[src/rtl/ps2_host_tx.sv]
// PS/2 host-to-device transmitter: inhibit / request-to-send, bit shifting on
// device clock falling edges, odd parity, stop bit, ACK check and timeouts.
module ps2_host_tx #(
  parameter int INHIBIT_CYCLES       = 6500,
  parameter int START_TIMEOUT_CYCLES = 975000,
  parameter int BIT_TIMEOUT_CYCLES   = 65000
) (
  input  logic       clk,
  input  logic       rst,
  input  logic [7:0] tx_data,
  input  logic       tx_valid,
  output logic       tx_ready,
  input  logic       ps2_clk_in,
  input  logic       ps2_data_in,
  output logic       ps2_clk_oe,
  output logic       ps2_data_oe,
  output logic       busy,
  output logic       tx_done,
  output logic       tx_error
);

  localparam int MAX_AB     = (INHIBIT_CYCLES > START_TIMEOUT_CYCLES) ? INHIBIT_CYCLES
                                                                      : START_TIMEOUT_CYCLES;
  localparam int MAX_CYCLES = (MAX_AB > BIT_TIMEOUT_CYCLES) ? MAX_AB : BIT_TIMEOUT_CYCLES;
  localparam int TW         = $clog2(MAX_CYCLES) + 1;

  localparam logic [TW-1:0] INHIBIT_LAST = TW'(INHIBIT_CYCLES - 1);
  localparam logic [TW-1:0] START_LAST   = TW'(START_TIMEOUT_CYCLES - 1);
  localparam logic [TW-1:0] BIT_LAST     = TW'(BIT_TIMEOUT_CYCLES - 1);

  typedef enum logic [3:0] {
    S_IDLE, S_INHIBIT, S_START, S_REQ, S_SEND, S_ACK, S_WAIT_IDLE, S_DONE, S_FAIL
  } state_t;

  state_t        state, state_next;
  logic [TW-1:0] timer;
  logic [9:0]    frame;
  logic [3:0]    bit_idx;
  logic          data_bit;
  logic          ready_q;
  logic          clk_s1, clk_s2, clk_s3, data_s1, data_s2;
  logic          fe, accept, bit_phase;

  assign fe        = clk_s3 & ~clk_s2;
  assign accept    = (state == S_IDLE) && tx_valid && ready_q;
  assign bit_phase = (state == S_SEND) || (state == S_ACK) || (state == S_WAIT_IDLE);
  assign tx_ready  = ready_q;
  assign busy      = (state != S_IDLE);
  assign tx_done   = (state == S_DONE);
  assign tx_error  = (state == S_FAIL);

  // Idle PS/2 lines are high, so the synchronisers reset to 1 to avoid a false edge
  always_ff @(posedge clk) begin
    if (rst) begin
      clk_s1  <= 1'b1;
      clk_s2  <= 1'b1;
      clk_s3  <= 1'b1;
      data_s1 <= 1'b1;
      data_s2 <= 1'b1;
    end else begin
      clk_s1  <= ps2_clk_in;
      clk_s2  <= clk_s1;
      clk_s3  <= clk_s2;
      data_s1 <= ps2_data_in;
      data_s2 <= data_s1;
    end
  end

  always_ff @(posedge clk) begin
    if (rst) begin
      state   <= S_IDLE;
      ready_q <= 1'b0;
    end else begin
      state   <= state_next;
      ready_q <= (state_next == S_IDLE);
    end
  end

  // One shared timer: restarts on every state change and on each device edge
  always_ff @(posedge clk) begin
    if (rst || state == S_IDLE || state_next != state || (bit_phase && fe))
      timer <= '0;
    else
      timer <= timer + TW'(1);
  end

  // frame = {stop, parity, d7..d0}; each device falling edge presents the next bit
  always_ff @(posedge clk) begin
    if (rst) begin
      frame    <= '0;
      bit_idx  <= '0;
      data_bit <= 1'b1;
    end else if (accept) begin
      frame    <= {1'b1, ~^tx_data, tx_data};
      bit_idx  <= '0;
      data_bit <= 1'b1;
    end else if (fe && (state == S_REQ || state == S_SEND)) begin
      data_bit <= frame[bit_idx];
      bit_idx  <= bit_idx + 4'd1;
    end
  end

  always_comb begin
    state_next  = state;
    ps2_clk_oe  = 1'b0;
    ps2_data_oe = 1'b0;
    case (state)
      S_IDLE: begin
        if (accept) state_next = S_INHIBIT;
      end
      S_INHIBIT: begin
        ps2_clk_oe = 1'b1;
        if (timer == INHIBIT_LAST) state_next = S_START;
      end
      S_START: begin
        ps2_clk_oe  = 1'b1;
        ps2_data_oe = 1'b1;
        state_next  = S_REQ;
      end
      S_REQ: begin
        ps2_data_oe = 1'b1;
        if (fe)                       state_next = S_SEND;
        else if (timer == START_LAST) state_next = S_FAIL;
      end
      S_SEND: begin
        ps2_data_oe = ~data_bit;
        if (fe && bit_idx == 4'd9)  state_next = S_ACK;
        else if (!fe && timer == BIT_LAST) state_next = S_FAIL;
      end
      S_ACK: begin
        if (fe)                     state_next = data_s2 ? S_FAIL : S_WAIT_IDLE;
        else if (timer == BIT_LAST) state_next = S_FAIL;
      end
      S_WAIT_IDLE: begin
        if (clk_s2 && data_s2)      state_next = S_DONE;
        else if (timer == BIT_LAST) state_next = S_FAIL;
      end
      S_DONE:  state_next = S_IDLE;
      S_FAIL:  state_next = S_IDLE;
      default: state_next = S_IDLE;
    endcase
  end

endmodule

[config.mk]
export PLATFORM = sky130hd
export DESIGN_NAME = ps2_host_tx
export DESIGN_NICKNAME = d
export VERILOG_FILES = /design/src/rtl/ps2_host_tx.sv
export SDC_FILE = /design/constraint.sdc
export NUM_CORES = 1
export LEC_CHECK = 0
export CORE_ASPECT_RATIO = 1.25
export CORE_MARGIN = 4
export CORE_UTILIZATION = 49
export DETAILED_ROUTE_END_ITERATION = 10
export GPL_TIMING_DRIVEN = 0
export PLACE_DENSITY = 0.75
export SLEW_MARGIN = 20
export SYNTH_ARGS = -nofsm -noshare
export SYNTH_HDL_FRONTEND = slang
export SYNTH_SLANG_ARGS = --single-unit
export TNS_END_PERCENT = 100
[constraint.sdc]
create_clock -name clk -period 6.5 [get_ports clk]
set_clock_uncertainty 0.2 [all_clocks]
set_input_delay 0.65 -clock clk [delete_from_list [all_inputs] [get_ports clk]]
set_output_delay 0.65 -clock clk [all_outputs]
set_load 0.01 [all_outputs]
# ---- Word-level counts from Yosys, hierarchy flattened
# Index checks and enable logic that the tools add are counted.
dict set report totals {
  reg_bits 46
  inputBits 13
  out_inout_bits 6
  elab_cells 66
}
dict set report op_classes {
  add_sub_neg 2
  n_lt_le_gt_ge 1
  n_eq_ne 13
  muxes 15
  n_bitwise 3
  reduce_logical 21
}
# cell n
set op_table {}
lappend op_table {{two-way mux 4 bit} 10}
lappend op_table {{one-hot mux 4 bit (7 select lines)} 1}
lappend op_table {{adder 21 x 1 -> 21 bit (second input constant)} 1}
lappend op_table {{== test 21 x 13 -> 1 bit (second input constant)} 1}
lappend op_table {{== test 21 x 16 -> 1 bit (second input constant)} 1}
lappend op_table {{== test 21 x 20 -> 1 bit (second input constant)} 1}
lappend op_table {{== test 4 x 3 -> 1 bit (second input constant)} 4}
lappend op_table {{== test 4 x 2 -> 1 bit (second input constant)} 2}
lappend op_table {{== test 4 bit (second input constant)} 2}
lappend op_table {{zero test 4 bit} 2}
lappend op_table {{XNOR reduction 8 bit} 1}
lappend op_table {{logical AND 1 bit} 7}
lappend op_table {{logical OR 1 bit} 6}
lappend op_table {{OR reduction 2 bit} 3}
lappend op_table {{< comparator 4 x 5 -> 1 bit (second input constant)} 1}
lappend op_table {{adder 4 x 1 -> 4 bit (second input constant)} 1}
lappend op_table {{binary-select mux 1 bit (select 4 bit)} 1}
lappend op_table {{== test 4 x 1 -> 1 bit (second input constant)} 1}
lappend op_table {{!= test 4 bit} 1}
lappend op_table {{nonzero test 4 bit} 1}
lappend op_table {{two-way mux 1 bit} 2}
lappend op_table {{NOT 1 bit} 2}
lappend op_table {{one-hot mux 1 bit (2 select lines)} 1}
lappend op_table {{AND 1 bit} 1}
lappend op_table {{zero test 1 bit} 1}

# ---- Depth between registers and ports, before layout
# Gate-level depths: netlist (run 1).
dict set report logic_depth {
  ltp_word 10
  mapped_depth 8
  depth_no_buf 7
}

# ---- Worst setup path before layout (run 1)
# Ideal clock, no wire load.
dict set report synth_timing {
  path_kind {register -> register}
  start {register timer[0]}
  end {register timer[13]}
  setup_time_ns 0.119
  t_arrival_ns 1.783
  setup_slack_ns 4.398
  stages_incl_launch_ff 9
  path_buffers 1
  synth_period_minus_slack_ns 2.102
  cell_sequence {dfxtp_1 -> ha_1 -> nor4bb_1 -> nand4_1 -> nor3_2 -> a211oi_4 -> nand4bb_2 -> buf_6 -> nor2_4}
}
dict set report synth_via {
  elab_chain_len 8
}
# element line_no
set synth_rtl {}
lappend synth_rtl {{start, declared} 36} ;# logic [TW-1:0] timer;
lappend synth_rtl {{start signal, assigned} 84} ;# timer <= timer + TW'(1);
lappend synth_rtl {{== test 21 x 16 -> 1 bit} {128, 132, 136}}
lappend synth_rtl {{logical AND 1 bit} 128} ;# else if (!fe && timer == BIT_LAST) state_next = S_FAIL;
lappend synth_rtl {{two-way mux 4 bit} 128}
lappend synth_rtl {{two-way mux 4 bit} 127} ;# if (fe && bit_idx == 4'd9) state_next = S_ACK;
lappend synth_rtl {{one-hot mux 4 bit (7 select lines)} 107} ;# case (state)
lappend synth_rtl {{!= test 4 bit} 81} ;# if (rst || state == S_IDLE || state_next != state || (bit_phase && fe))
lappend synth_rtl {{logical OR 1 bit (2 in a row)} 81}
# Parallel ways exist; a longest one is shown, timed or not.
# A chain may end at the register's enable or synchronous reset.

# ---- Final worst setup path (run 1)
dict set report layout_timing {
  start {register state[0]}
  end {output ps2_data_oe}
}
dict set report layout_via {
  elab_chain_len 3
}
# element line_no
set layout_rtl {}
lappend layout_rtl {{start, declared} 35} ;# state_t state, state_next;
lappend layout_rtl {{start signal, assigned} 74} ;# state <= state_next;
lappend layout_rtl {{== test 4 x 2 -> 1 bit} 107}
lappend layout_rtl {{OR reduction 2 bit (no line)} n/a}
lappend layout_rtl {{one-hot mux 1 bit (2 select lines) *} 107}
lappend layout_rtl {{end, declared} 16} ;# output logic ps2_data_oe,
# Every way passes the cells marked *; elsewhere a longest branch is shown, timed or not.

==> reports/metrics.csv, run 1 <==
metric,value,unit
status,"complete, no violations",
die_w,71.79,µm
swShare,0.2272,
final_net_count,324,
tns,0,ns
wire_per_inst,13.68,µm
synthTopCellsByCount,"46 x dfxtp_1, 39 x nand2_1, 24 x xnor2_1, 18 x nor2_1, 18 x nor2_2",
post-route-drc-count,0,
core_area,0.004835,mm²
multi_input_area,0.001476,mm²
postCtsSetupRepairBufs,0,
io_buffers,18,
syn_to_final_growth,14.51,%
dr.pass1.iters,5,
yosysTopAreaCell,dfxtp_1,
crit_type,register to output port,
synth_edf_count,0,
power_frac_clock,0.376,
start_util,0.5155,
seqPwrFrac,0.526,
design_area,0.002854,mm²
slowest_delay,0.55,ns
p_sw,0.1268,mW
n_antenna_cell,0,
dp_cells,361,
max_slew_margin,0.6530,
fillers,444,
rsz0062_at_grt,no,
grtUsageTotal,0.1739,
ir_worst_vdd,0.1445,mV
power,0.5580,mW
finalHoldViolations,0,
p_comb_frac,0.098,
slowest_stage,clkdlybuf4s50_1,
async_flop_share,0,
cts-hold-fix-buffers,0,
timing_worst_slew_pin_value,0.5205,ns
fin_crit_sh,0.4283,
grt_pass1_wl,8.645,mm
synth-seq-cells,46,
avgSynthCellArea,8.807,µm²
via_per_inst,5.491,
drtIter0Drc,114,
clock_path_buffers,2,
ant_nets,0,
period_needed,2.784,ns
yosysSeqAreaShare,0.3695,
seq_area,920.9,µm²
placed_cell_area,0.002748,mm²
die_h,87.74,µm
grt_pass1_vias,1964,
synth_area_leaders,"dfxtp_1 37%, xnor2_1 8.4%, nand2_1 5.9%",
clk_pin_slew,0.08,ns
slew_viol_final,0,
synth_fp_nets,299,
p_leak,0.9280,nW
grt_max_degree,14,
layoutNonFillerInstCount,369,
drive_gt1_frac,0.1877,
vias,2026,
htreeDepth,2,
netlist_area,0.002492,mm²
grt_overflow_total,0,
cp.required,5.65,ns
cp-end-kind,output port,
synth_top_area_frac,0.3695,
wl,5.049,mm
hpwlAfterDp,3.770,mm
worst-path-max-fanout,10,
finalSetupViolations,0,
numCtsBuffers,5,
hold_ws,0.2135,ns
cts_root_buf,clkbuf_8,
syn-instance-count,283,
power.density,195.5,mW/mm²
startpoint_type,register,
yosysUniqueCellTypes,55,
cpLargestDelayFamily,buffers and inverters,
die_area,0.006299,mm²
cp_cell_sequence,buf_6 > or3_1 > a21oi_1 > clkdlybuf4s50_1,
ys_warn_count,0,
holdCritPathClass,register to register,
p_int,0.4312,mW
antenna_found_initial,0,
synth.most_common_cell,dfxtp_1,
synth_ff_type,dfxtp_1,
cts_sinks,46,
worst-path-buf-inv,2,
max_cap_viol_count,0,
rows,28,
io_pins,19,
crit_arrival,1.93,ns
insertion_delay,0.30,ns
fmax,359.2,MHz
tritoncts,built,
place_congestion,0.8067,
postCtsResizedCells,0,
[cell families after synthesis]
group	count (synthesis)	synth area share
adders and majority gates	3	0.01506
and+or+nand+nor	150	0.3509
muxes	4	0.02610
AOI/OAI and AO/OA	32	0.09137
DFF	46	0.3695
buffers and inverters	17	0.03815
xor gates and xnor gates	31	0.1089
[metrics by stage]
step	util	setup slack, ns
after CTS	0.5903	3.701
after global placement	0.5683	4.051
after detailed placement	0.5683	4.025
after floorplan	-	4.398
final	0.5903	3.716
after global routing	0.5903	3.644
[routing by layer]
| metal | wire (µm) | GRT usage | up-vias |
|---|---|---|---|
| li1 | - | - | 1024 |
| met1 | 2254 | 0.2034 | 938 |
| met2 | 2445 | 0.3060 | 52 |
| met3 | 224 | 0.02985 | 12 |
| met4 | 125 | 0.08376 | 0 |
| met5 | 0 | 0 | - |
[sequential cells by signal, summed over array words and instances, names as in the netlist]
name,cells
bit_idx,4
tx_ready,1
frame,10
timer,21
clk_s2,1
clk_s1,1
data_s2,1
data_s1,1
state,4
clk_s3,1
data_bit,1
[cell usage in the layout (no fill, tap or decap), types with 5 or more instances in the layout]
cell | Yosys | final
clkbuf_8 | 0 | 5
clkdlybuf4s50_1 | 0 | 18
nand2_1 | 39 | 39
a21oi_1 | 12 | 12
or2_2 | 6 | 6
o21ai_0 | 6 | 6
nor2_1 | 18 | 18
nor2_2 | 18 | 18
dfxtp_1 | 46 | 46
nand4_1 | 8 | 8
xor2_1 | 7 | 7
clkbuf_1 | 5 | 7
xnor2_1 | 24 | 24
nor3_1 | 12 | 12
and3_1 | 6 | 6
nand3_1 | 10 | 10
[power groups by stage]
stage / combinational, mW / clock, mW / sequential [mW]
final: 0.0547 / 0.210 / 0.293
after global routing: 0.0600 / 0.226 / 0.294
after CTS: 0.0549 / 0.212 / 0.293
after detailed placement: 0.0546 / 0 / 0.300
after global placement: 0.0542 / 0 / 0.300
after floorplan: 0.0352 / 0 / 0.299
[worst paths after layout]
path                 start          end  slack [ns]  depth (start not counted)
hold / removal      clk_s1       clk_s2        0.21                          1
setup reg to reg  timer[0]    timer[15]        4.08                          8
hold reg to reg     clk_s1       clk_s2        0.21                          1
setup / recovery  state[0]  ps2_data_oe        3.72                          4
[cell type report]
type	count	area share
plain buffers	13	0.02806
clock buffers	7	0.02674
clock inverters	1	0.01052
inverters	4	0.005261
multi-input cells	220	0.5173
flip-flops and latches	46	0.3227
well taps	60	0.02630
repair buffers	18	0.06313
Power figures use the tool's default switching activity.
==> run 2, diff against run 1 <==
Clock period 6.5 ns to 2.7 ns, I/O delays scaled along.
==> results of run 2 <==
The final DEF is identical to that of run 1. Status: complete, no violations.
Main changes from that run: setup slack after placement 4.025 ns -> 0.2973 ns; clock-pin slew on the worst setup and hold paths 0.08 ns -> 0.09 ns; setup slack after layout 3.716 ns -> 0.2845 ns; start point of the critical path state[0] -> timer[0]; end point of the critical path ps2_data_oe -> timer[15]; register-to-register setup slack 4.08 ns -> 0.28 ns; total power 0.5580 mW -> 1.343 mW; worst IR drop on VDD 0.1445 mV -> 0.3480 mV
